### src/rtl/x7seg_scan.sv
// Time-multiplexed driver for a 4-digit 7-segment display with frame-synchronous
// updates and optional leading-zero blanking.
module x7seg_scan #(
    parameter int REFRESH_DIV = 100000
) (
    input  logic        clk,
    input  logic        rst_n,
    input  logic [15:0] data_in,
    input  logic        load,
    input  logic        blank_lz,
    output logic [3:0]  digit,
    output logic [3:0]  an,
    output logic        blank,
    output logic        pending,
    output logic        frame_done
);

    localparam int CW = (REFRESH_DIV > 1) ? $clog2(REFRESH_DIV) : 1;
    localparam logic [CW-1:0] LAST = CW'(REFRESH_DIV - 1);

    logic [CW-1:0] count;
    logic [1:0]    sel;
    logic [15:0]   disp;
    logic [15:0]   pend;
    logic          tick;
    logic          boundary;
    logic          blanked;

    assign tick     = (count == LAST);
    assign boundary = tick && (sel == 2'd3);

    // disp only moves at the frame boundary so a frame never mixes two values;
    // a load landing exactly on the boundary bypasses pend and goes straight in.
    always_ff @(posedge clk or negedge rst_n) begin
        if (!rst_n) begin
            count      <= '0;
            sel        <= 2'd0;
            disp       <= 16'h0000;
            pend       <= 16'h0000;
            pending    <= 1'b0;
            frame_done <= 1'b0;
        end else begin
            count      <= tick ? '0 : count + CW'(1);
            frame_done <= boundary;
            if (tick) begin
                sel <= sel + 2'd1;
            end
            if (load) begin
                pend <= data_in;
            end
            if (boundary) begin
                pending <= 1'b0;
                if (load) begin
                    disp <= data_in;
                end else if (pending) begin
                    disp <= pend;
                end
            end else if (load) begin
                pending <= 1'b1;
            end
        end
    end

    // A slot is a leading zero when it and every digit to its left are zero.
    always_comb begin
        blanked = 1'b0;
        if (blank_lz) begin
            case (sel)
                2'd1:    blanked = (disp[15:4] == 12'h000);
                2'd2:    blanked = (disp[15:8] == 8'h00);
                2'd3:    blanked = (disp[15:12] == 4'h0);
                default: blanked = 1'b0;
            endcase
        end
    end

    assign digit = disp[{sel, 2'b00} +: 4];
    assign blank = blanked;
    assign an    = blanked ? 4'b1111 : ~(4'b0001 << sel);

endmodule
### config.mk
export PLATFORM = sky130hd
export DESIGN_NAME = x7seg_scan
export DESIGN_NICKNAME = d
export VERILOG_FILES = /design/src/rtl/x7seg_scan.sv
export SDC_FILE = /design/constraint.sdc
export NUM_CORES = 1
export LEC_CHECK = 0
export BUFFER_PORTS_ARGS = -buffer_cell sky130_fd_sc_hd__buf_2
export CAP_MARGIN = 10
export CORE_MARGIN = 4
export CORE_UTILIZATION = 59
export CTS_BUF_LIST = sky130_fd_sc_hd__clkbuf_4 sky130_fd_sc_hd__clkbuf_8
export CTS_CLUSTER_DIAMETER = 150
export CTS_CLUSTER_SIZE = 16
export DETAILED_ROUTE_END_ITERATION = 10
export HOLD_SLACK_MARGIN = 0.05
export MAX_ROUTING_LAYER = met4
export PLACE_DENSITY = 0.81
export SLEW_MARGIN = 20
export SYNTH_ARGS = -nofsm -noshare
export SYNTH_HDL_FRONTEND = slang
export SYNTH_SLANG_ARGS = --single-unit
### constraint.sdc
create_clock -name clk -period 2.5 [get_ports clk]
set_clock_uncertainty 0.2 [all_clocks]
set_input_delay 0.25 -clock clk [delete_from_list [all_inputs] [get_ports clk]]
set_output_delay 0.25 -clock clk [all_outputs]
set_load 0.02 [all_outputs]
==> impl_metrics.yaml <==
global_routing:
  grt_pass1_wl_mm: 8.355
  grt_overflow: 0
  grt_pass1_vias: 1721
  antenna_found_initial: 0
  grt_max_degree: 31
  grt_use_total_pct: 21.76
clock_network:
  htree_num_levels: 2
  root_buffer: "clkbuf_8"
  cts_max_path_buffers: 2
  cts_tree: "built"
  cts_sinks: 53
  cts_setup_buffers: 0
  cts.reportedPaths.clkPinSlew_ps: 90
  worstSkewPairLatency_ps: 300
  numCtsBuffers: 5
power:
  combPwrFrac_pct: 8.2
  power.density_nw_per_um2: 523.5
  switchingPower_uw: 322.1
  p_int_uw: 1194
  ir_drop_mv: 0.4531
  clockPowerShare_pct: 31.9
  netSwitchingFraction_pct: 21.25
  power_frac_seq_pct: 59.9
  p_leak_uw: 0.001395
finish:
  finalInstanceArea_um2: 2895
  instances_no_fill: 280
  fin_nets: 256
  layout_commonest_cell: "dfrtp_1"
  final_cell_mix: "dfrtp_1, buf_2, mux2_2"
  syn_to_final_growth_pct: 19.34
  drive_above_1_share_pct: 36.96
  diodes: 0
synth:
  syn_nets: 202
  yosysWarnings: 0
  synthesis.instances: 176
  synth_top_area_share_pct: 54.67
  ys_seq_area_share_pct: 54.67
  avgSynthCellArea_um2: 13.78
  ys.flop_type: "dfrtp_1"
  async_reset_ff_share_pct: 100.0
  synth_edf_count: 0
  ys_top_cells_by_area: "dfrtp_1, mux2_2, mux2_4"
  synth_area_um2: 2426
  synth_top_area_cell: "dfrtp_1"
  synth_seq_cells: 53
  synth.distinct_cells: 30
sta:
  rsz0062_at_grt: "false"
  worst_slew_pin_slew_ps: 406.9
  max-slew-margin-rel_pct: 72.88
  worst_slack_ps: 155.2
  clock.fmax_mhz: 426.5
  drv_slew: 0
  hold_viol_final: 0
  fin_crit_ps: 2345
  timing.final.crit_share_pct: 93.79
  setup_violations: 0
  setup-tns-final_ps: 0
placed_design:
  place.gp.congestion: 0.8826
  portBuffers: 30
  place_inst: 256
  preCtsSetupSlack_ps: 201.5
  dpl-instance-area_um2: 2634
  dpl.hpwl_mm: 3.437
worst_setup_path:
  critPathArrivalTime_ps: 2330
  rr_endpoint: "disp[14]"
  crit_path_end_kind: "register"
  cp_slowest_stage_delay_ps: 410
  cp_cell_sequence: "ha_1 -> and4_1 -> nand4b_2 -> or3_1 -> buf_4 -> mux2_4"
  r2r_cells: 6
  crit_required_ps: 2490
  cp-start-kind: "register"
  path_delay_family: "simple AND/OR/NAND/NOR gates"
  critPathMaxFanout: 16
  path_buf_inv: 1
  crit_type: "reg2reg"
  r2r-start: "count[0]"
  timing.reg2reg.setup_slack_ps: 160
  crit_path_top_delay_cell: "dfrtp_1"
worst_hold_path:
  hold_class: "in2async"
die:
  rows: 23
  coreArea_um2: 4000
  ioPinCount: 31
  die_h_um: 72.13
  die_area_um2: 5202
  initial_core_util_pct: 60.65
  dieWidth_um: 72.13
detailed_routing:
  wirelength_mm: 4.873
  viasPerCell: 5.664
  num_vias: 1586
  dr.pass1.iters: 4
  postRouteAntennaNets: 0
  drc: 0
  drtIter0Drc: 100
  routedWlPerCell_um: 17.40
run:
  cap_violations: 0
outcome:
  status: "finished clean"
==> routing by layer <==
metal | wire length [um] | vias to the layer above | share of wire (%) | GRT usage, %
met5 | 0 | - | 0 | -
met4 | 58 | 0 | 1.2 | 6.263
met3 | 250 | 9 | 5.1 | 5.679
met2 | 2455 | 47 | 50 | 35.39
met1 | 2108 | 800 | 43 | 26.93
li1 | - | 730 | - | -
==> worst max-delay path by stage <==
stage | startpoint | to | slack, ps | cells after the start
after floorplan | sel[0] | an[1] | 140 | 7
after global placement | count[0] | disp[6] | 320 | 6
after detailed placement | count[0] | disp[9] | 200 | 6
after CTS | sel[1] | an[2] | 120 | 7
after global routing | sel[1] | an[1] | 60 | 7
final | count[0] | disp[14] | 160 | 6
==> state kept, by name, indices dropped and copies added (netlist names) <==
| signal | count |
|---|---|
| count | 17 |
| disp | 16 |
| sel | 2 |
| pending | 1 |
| frame_done | 1 |
| pend | 16 |
==> power groups by stage <==
stage          registers [uW]  clock network [uW]  logic, uW
6_report                  907                 484        124
5_1_grt                   912                 536        137
4_1_cts                   908                 488        125
3_5_place_dp              925                   0        105
3_3_place_gp              922                   0       97.5
2_1_floorplan             918                   0       59.3
==> metrics by stage <==
stage	hold WS, ps	utilization (%)	total power [uW]
floorplan	-245.6	-	977.0
global placement	-132.3	65.84	1019
detailed placement	-128.1	65.84	1030
CTS	82.36	72.35	1521
global route	82.40	72.38	1585
finish	80.02	72.38	1516
==> cell families (layout without fill, tap and decap cells) <==
logic type                 Yosys count  in the layout  synth area share (%)
adders and majority gates            6              6                 3.094
AOI/OAI and AO/OA                    2              2                0.4641
buffers and inverters               11             65                 2.682
and+or+nand+nor                     51             51                 12.74
muxes                               37             37                 20.58
xor gates and xnor gates            16             16                 5.776
DFF                                 53             53                 54.67
==> synthesized netlist by cell type (all sizes together) (3+ instances only) <==
library cell,n
nor2,12
ha,6
mux2,33
inv,6
dfrtp,53
xnor2,10
clkbuf,3
nand2,5
nand3,5
xor2,6
mux4,4
nand4,4
nor4,7
nor3,5
==> worst reg2reg max path, cell delays in order, from the launching register on <==
cell      delay (ps)
dfrtp_1          410
ha_1             250
and4_1           240
nand4b_2         180
or3_1            380
buf_4            230
mux2_4           330
==> final cells by class <==
| cell class | instances | area (um^2) |
|---|---|---|
| Tap cell | 50 | 62.56 |
| Inverter | 6 | 22.52 |
| Timing Repair Buffer | 52 | 357.8 |
| Sequential cell | 53 | 1328 |
| Fill cell | 256 | 1105 |
| Clock buffer | 7 | 90.09 |
| Multi-Input combinational cell | 112 | 1035 |
==> timing repair <==
action,CTS,global route
endpoints found under the hold margin,69,0
resized for setup,0,1
endpoints found under the setup margin,0,2
hold buffers,17,0
Note: power is estimated with default switching activity, not from simulation.
